## src/rtl/rwt_tag_extract.sv

```systemverilog
// rwt_tag_extract: removes in-band escape sequences from an AXI-Stream and
// turns each escaped control word into a tag attached to the next data beat.
// The output is a single register stage, so latency is one cycle and a new
// beat can be accepted on every cycle.
module rwt_tag_extract #(
   parameter int DWIDTH = 64,
   parameter int TWIDTH = 7
) (
   input  logic              clk,
   input  logic              aresetn,
   input  logic              use_tags,
   input  logic [DWIDTH-1:0] tag_escape,
   input  logic [DWIDTH-1:0] s_axi_tdata,
   input  logic              s_axi_tvalid,
   output logic              s_axi_tready,
   input  logic              s_axi_tlast,
   output logic [DWIDTH-1:0] m_axi_tdata,
   output logic              m_axi_tvalid,
   input  logic              m_axi_tready,
   output logic              m_axi_tlast,
   output logic              m_axi_tag_valid,
   output logic [TWIDTH-1:0] m_axi_tag_type,
   output logic              tag_err
);

   // DATA: plain words; ESC: previous word was the escape; PEND: a tag waits
   // for the next data beat.
   typedef enum logic [1:0] {
      ST_DATA = 2'd0,
      ST_ESC  = 2'd1,
      ST_PEND = 2'd2
   } state_t;

   state_t            state_q, state_d;
   logic              pend_q, pend_d;
   logic [TWIDTH-1:0] pend_type_q, pend_type_d;
   logic [DWIDTH-1:0] tdata_q, tdata_d;
   logic              tvalid_q, tvalid_d;
   logic              tlast_q, tlast_d;
   logic              tagv_q, tagv_d;
   logic [TWIDTH-1:0] tagt_q, tagt_d;
   logic              err_q, err_d;

   logic              accept;
   logic              is_esc;

   // The output register can take a new beat when it is empty or being drained.
   // Held low during reset so nothing is accepted before the block is ready.
   assign s_axi_tready = aresetn && (!tvalid_q || m_axi_tready);
   assign accept       = s_axi_tvalid && s_axi_tready;
   assign is_esc       = (s_axi_tdata == tag_escape);

   assign m_axi_tdata     = tdata_q;
   assign m_axi_tvalid    = tvalid_q;
   assign m_axi_tlast     = tlast_q;
   assign m_axi_tag_valid = tagv_q;
   assign m_axi_tag_type  = tagt_q;
   assign tag_err         = err_q;

   // Next-state, pending-tag and output-register logic for one accepted word.
   always_comb begin
      state_d     = state_q;
      pend_d      = pend_q;
      pend_type_d = pend_type_q;
      tdata_d     = tdata_q;
      tvalid_d    = tvalid_q;
      tlast_d     = tlast_q;
      tagv_d      = tagv_q;
      tagt_d      = tagt_q;
      err_d       = 1'b0;

      // A completed handshake empties the register unless refilled below.
      if (tvalid_q && m_axi_tready) begin
         tvalid_d = 1'b0;
         tlast_d  = 1'b0;
         tagv_d   = 1'b0;
         tagt_d   = {TWIDTH{1'b0}};
      end else begin
         tvalid_d = tvalid_q;
      end

      if (!use_tags) begin
         // Transparent mode: no decoding, FSM parked in DATA.
         state_d     = ST_DATA;
         pend_d      = 1'b0;
         pend_type_d = {TWIDTH{1'b0}};
         if (accept) begin
            tvalid_d = 1'b1;
            tdata_d  = s_axi_tdata;
            tlast_d  = s_axi_tlast;
            tagv_d   = 1'b0;
            tagt_d   = {TWIDTH{1'b0}};
         end else begin
            tdata_d = tdata_q;
         end
      end else if (accept) begin
         case (state_q)
            ST_DATA, ST_PEND: begin
               if (is_esc && s_axi_tlast) begin
                  // Escape cannot be completed inside this packet.
                  err_d       = 1'b1;
                  pend_d      = 1'b0;
                  pend_type_d = {TWIDTH{1'b0}};
                  state_d     = ST_DATA;
               end else if (is_esc) begin
                  state_d = ST_ESC;
               end else begin
                  tvalid_d    = 1'b1;
                  tdata_d     = s_axi_tdata;
                  tlast_d     = s_axi_tlast;
                  tagv_d      = pend_q;
                  tagt_d      = pend_q ? pend_type_q : {TWIDTH{1'b0}};
                  pend_d      = 1'b0;
                  pend_type_d = {TWIDTH{1'b0}};
                  state_d     = ST_DATA;
               end
            end
            ST_ESC: begin
               if (is_esc) begin
                  // Doubled escape is a literal escape-valued data word.
                  tvalid_d    = 1'b1;
                  tdata_d     = s_axi_tdata;
                  tlast_d     = s_axi_tlast;
                  tagv_d      = pend_q;
                  tagt_d      = pend_q ? pend_type_q : {TWIDTH{1'b0}};
                  pend_d      = 1'b0;
                  pend_type_d = {TWIDTH{1'b0}};
                  state_d     = ST_DATA;
               end else if (s_axi_tlast) begin
                  // Control word ending a packet has nothing to tag.
                  err_d       = 1'b1;
                  pend_d      = 1'b0;
                  pend_type_d = {TWIDTH{1'b0}};
                  state_d     = ST_DATA;
               end else begin
                  // Overwriting an unused tag is flagged but the new one wins.
                  err_d       = pend_q;
                  pend_d      = 1'b1;
                  pend_type_d = s_axi_tdata[TWIDTH-1:0];
                  state_d     = ST_PEND;
               end
            end
            default: begin
               pend_d      = 1'b0;
               pend_type_d = {TWIDTH{1'b0}};
               state_d     = ST_DATA;
            end
         endcase
      end else begin
         state_d = state_q;
      end
   end

   // State and output registers with synchronous active-low reset.
   always_ff @(posedge clk) begin
      if (!aresetn) begin
         state_q     <= ST_DATA;
         pend_q      <= 1'b0;
         pend_type_q <= {TWIDTH{1'b0}};
         tdata_q     <= {DWIDTH{1'b0}};
         tvalid_q    <= 1'b0;
         tlast_q     <= 1'b0;
         tagv_q      <= 1'b0;
         tagt_q      <= {TWIDTH{1'b0}};
         err_q       <= 1'b0;
      end else begin
         state_q     <= state_d;
         pend_q      <= pend_d;
         pend_type_q <= pend_type_d;
         tdata_q     <= tdata_d;
         tvalid_q    <= tvalid_d;
         tlast_q     <= tlast_d;
         tagv_q      <= tagv_d;
         tagt_q      <= tagt_d;
         err_q       <= err_d;
      end
   end

endmodule

```

## config.mk

```make
export PLATFORM = sky130hd
export DESIGN_NAME = rwt_tag_extract
export DESIGN_NICKNAME = d
export VERILOG_FILES = /design/src/rtl/rwt_tag_extract.sv
export SDC_FILE = /design/constraint.sdc
export NUM_CORES = 1
export LEC_CHECK = 0
export ABC_AREA = 1
export CAP_MARGIN = 20
export CORE_AREA = 2 2 117 119
export CTS_CLUSTER_DIAMETER = 150
export DETAILED_ROUTE_END_ITERATION = 7
export DIE_AREA = 0 0 119 121
export PLACE_DENSITY_LB_ADDON = 0.1
export REMOVE_ABC_BUFFERS = 1
export SKIP_LAST_GASP = 1
export SYNTH_ARGS = -nofsm -noshare
export SYNTH_HDL_FRONTEND = slang
export SYNTH_SLANG_ARGS = --single-unit
```

## constraint.sdc

```tcl
create_clock -name clk -period 1.7 [get_ports clk]
set_input_delay 0.17 -clock clk [delete_from_list [all_inputs] [get_ports clk]]
set_output_delay 0.17 -clock clk [all_outputs]
set_load 0.03 [all_outputs]
```

==> run_results.csv <==
group,metric,value,unit
yosys,ys_warn_count,0,
grt,wire_length_of_the_first_global_routing_pass,29300,µm
drt,drc,0,
placed_design,globalplace.congestion,0.8687,
timing,hold_viol,0,
timing,number_of_slew_limit_violations_in_the_final_report,0,
drt,routed-via-count,6804,
clocking,cts.hold.buffers_added,0,
placed_design,numPortBuffers,209,
yosys,async_set_reset_flop_share_out_of_synthesis,0,%
yosys,synth_top_family_by_area,"simple AND/OR/NAND/NOR gates",
clocking,cts_buffers,9,
timing,max_clock_freq,579.4,MHz
worst_setup_path,timing.critical_path.arrival,2020,ps
grt,grt_overflow_total,0,
worst_setup_path,timing.critical_path.to,"m_axi_tdata[63]",
yosys,synth_sequential_area_ratio,33.09,%
cells_and_area,drive_above_1_share,37.78,%
cells_and_area,postLayoutCoreUtil,69.48,%
power_and_ir_drop,report.power.total,0.006191,W
run,max-cap-violations,0,
worst_setup_path,critical_path.reg2reg.startpoint,"state_q[0]",
worst_setup_path,required,1990,ps
cells_and_area,final_net_count,1418,
yosys,synth_adder_area_share,0,%
grt,grt_pass1_vias,6391,
floorplan,die_x,119,µm
clocking,clk_pin_slew_worst_paths,70,ps
worst_setup_path,worst-r2r-cell-count,10,
worst_setup_path,critPathMaxStageDelay,130,ps
worst_setup_path,critical_path.max_fanout,2,
worst_setup_path,worstReg2RegEnd,"m_axi_tdata[5]",
timing,timing.slew.headroom,73.21,%
drt,postRouteAntennaNets,0,
timing,rsz0062_at_grt,"true",
yosys,synth.largest_area_cell,"sky130_fd_sc_hd__dfxtp_1",
drt,routed_wirelength,19640,µm
clocking,tritoncts,"built",
yosys,ys.flop_type,"sky130_fd_sc_hd__dfxtp_1",
power_and_ir_drop,p_leak,4.827,nW
yosys,synth.area.top_cells,"sky130_fd_sc_hd__dfxtp_1 (33%), sky130_fd_sc_hd__nand2_1 (25%), sky130_fd_sc_hd__nor2_1 (14%), sky130_fd_sc_hd__nand3_1 (9.9%), sky130_fd_sc_hd__inv_1 (8.9%)",
cells_and_area,syn_to_final_growth,76.79,%
cells_and_area,number_of_inserted_diodes,0,
yosys,synth_most_common_cell,"sky130_fd_sc_hd__nand2_1",
worst_setup_path,worst_r2r_setup_slack,60,ps
cells_and_area,instances_no_fill,1465,
yosys,yosys_register_bits,85,
grt,initial_antenna_violation_count,0,
worst_setup_path,crit_path_most_repeated_cell,"sky130_fd_sc_hd__buf_4",
run_status,violations,"setup timing",
timing,final_setup_violation_count,2,
worst_setup_path,critPathSlowestCell,"sky130_fd_sc_hd__buf_4",
yosys,synth.cells.most_frequent,"sky130_fd_sc_hd__nand2_1 (337), sky130_fd_sc_hd__nor2_1 (189), sky130_fd_sc_hd__inv_1 (122)",
yosys,synth_compound_gate_area_share,2.822,%
drt,drt-pass1-iter-count,5,
clocking,worst_skew_pair.late_latency,350,ps
floorplan,die_area,14400,µm²
drt,drt_iter0_drc,434,
worst_setup_path,worstPathCellList,"buf_6, inv_2, buf_4, buf_4, buf_4, buf_4, buf_4, buf_4, buf_4, buf_4, buf_4, buf_4, buf_4, buf_4, nand3_1, nand2_1, nor2_1",
clocking,clock-root-buffer,"sky130_fd_sc_hd__clkbuf_16",
worst_setup_path,worstSetupStartpointType,"input port",
yosys,synthesized_netlist_cell_count,926,
min_path,hold_class,"in2reg",
timing,worst_slack,-25.82,ps
yosys,post_synth_instance_area,5142,µm²
yosys,synth_simple_gate_area_share,49.37,%
yosys,synth_cell_type_count,22,
grt,grt_use_total,25.47,%
timing,final_period_minus_worst_setup_slack,1726,ps
placed_design,inst_count_dp,1382,
power_and_ir_drop,power_density,681.0,nW/µm²
floorplan,core_area,13090,µm²
timing,share_of_the_cycle_needed_by_the_critical_path_after_routing,101.5,%
yosys,synth.avg_cell_area,5.553,µm²
timing,worst_pin_slew,400.5,ps
placed_design,placed_area,8139,µm²
power_and_ir_drop,max-vdd-ir-drop,0.4730,mV
placed_design,place.detailed.hpwl,12390,µm
yosys,synth_enable_flop_cells,0,
cells_and_area,final_design_area_no_fill,9091,µm²
drt,drt-wirelength-per-cell,13.40,µm
cells_and_area,final.fill_count,1173,
grt,grt_start_max_net_pins,66,
yosys,synthDominantCellAreaShare,33.09,%
floorplan,floorplan.rows,42,
timing,worst_hold_slack,74.94,ps
yosys,synth.mux.area_fraction,0,%
clocking,ctsLongestPathBuffers,2,
floorplan,start_util,39.30,%
worst_setup_path,crit_type,"in2reg",
worst_setup_path,crit_start,"s_axi_tdata[63]",
run_status,outcome,"complete, but fails checks",
floorplan,io_pins,210,
clocking,cts.sinks,85,
floorplan,dieHeight,121,µm
clocking,htree_num_levels,3,
yosys,synthXorXnorAreaFrac,1.533,%
timing,timing.clock.skew,9.187,ps
worst_setup_path,worstSetupEndpointType,"flip-flop",
drt,via_per_inst,4.644,
## layer usage
metal | part of all wire [%] | GRT usage [%] | routed length (µm) | vias up
met1 | 42 | 29.36 | 8151 | 3052
met5 | 0 | 0 | 0 | -
met4 | 2.9 | 10.04 | 573 | 0
li1 | - | - | - | 3482
met2 | 49 | 45.98 | 9632 | 229
met3 | 6.5 | 5.357 | 1278 | 41
## placed cells by master, fill, tap and decap left out, drive strengths merged
cell type,netlist,routed
a21oi,10,10
and2,1,1
buf,18,210
bufinv,0,1
clkbuf,17,104
clkdlybuf4s15,0,1
clkdlybuf4s50,0,79
clkinv,2,5
clkinvlp,0,1
dfxtp,85,85
inv,131,130
nand2,340,340
nand3,103,103
nand4,1,1
nor2,191,191
o211ai,1,1
o21a,1,1
o21ai,16,16
xor2,9,9
## critical path, delay by kind of cell
kind	cells	cell delay [ps]
AND/OR/NAND/NOR	3	240
buffers and inverters	14	1600
## registers in the layout (all words and copies together), names as in the netlist
register and cells:
state_q 2, m_axi_tag_valid 1, m_axi_tag_type 7, pend_type_q 7, m_axi_tdata 64, tag_err 1, m_axi_tvalid 1, pend_q 1
m_axi_tlast 1
## worst min-delay path by stage
stage | start | cells after the start | to
global route | s_axi_tdata[27] | 3 | m_axi_tdata[27]
global placement | pend_type_q[3] | 2 | pend_type_q[3]
finish | s_axi_tdata[31] | 3 | m_axi_tdata[31]
floorplan | aresetn | 2 | m_axi_tdata[17]
CTS | s_axi_tdata[5] | 3 | pend_type_q[5]
detailed placement | pend_type_q[3] | 2 | pend_type_q[3]
## cell families after synthesis
kind of cell	count (synthesis)
flops	85
compound gates	28
simple gates	636
buf+inv	168
xor+xnor	9
## timing repair
item	in CTS	in global routing
pin swaps	72	100
resized for setup	299	339
setup endpoints to repair	85	85
gates cloned	4	5
buffers inserted	57	4
## report_power, final
part / switching, W / total, W / internal (W) / leakage, nW
Clock: 0.000866 / 0.00213 / 0.00127 / 0.155
Combinational: 0.000965 / 0.00187 / 0.000909 / 3.97
Sequential: 0.0000798 / 0.00219 / 0.00211 / 0.697
## layout make-up
class	instances	area [µm²]	area share, %
repair buffers	382	3132	34.45
inverters	133	513.0	5.643
well taps	176	220.2	2.422
flip-flops and latches	85	1702	18.72
clock buffers	12	266.5	2.931
clock inverters	4	55.05	0.6056
multi-input cells	673	3203	35.23
## through the flow
step | setup WS [ps] | setup TNS (ps)
2_1_floorplan | -1671 | -113830
3_3_place_gp | -690.3 | -55340
3_5_place_dp | -825.9 | -60900
4_1_cts | -15.02 | -103.5
5_1_grt | -134.0 | -3282
6_report | -25.82 | -47.46
Note: power is estimated with default switching activity, not from simulation.
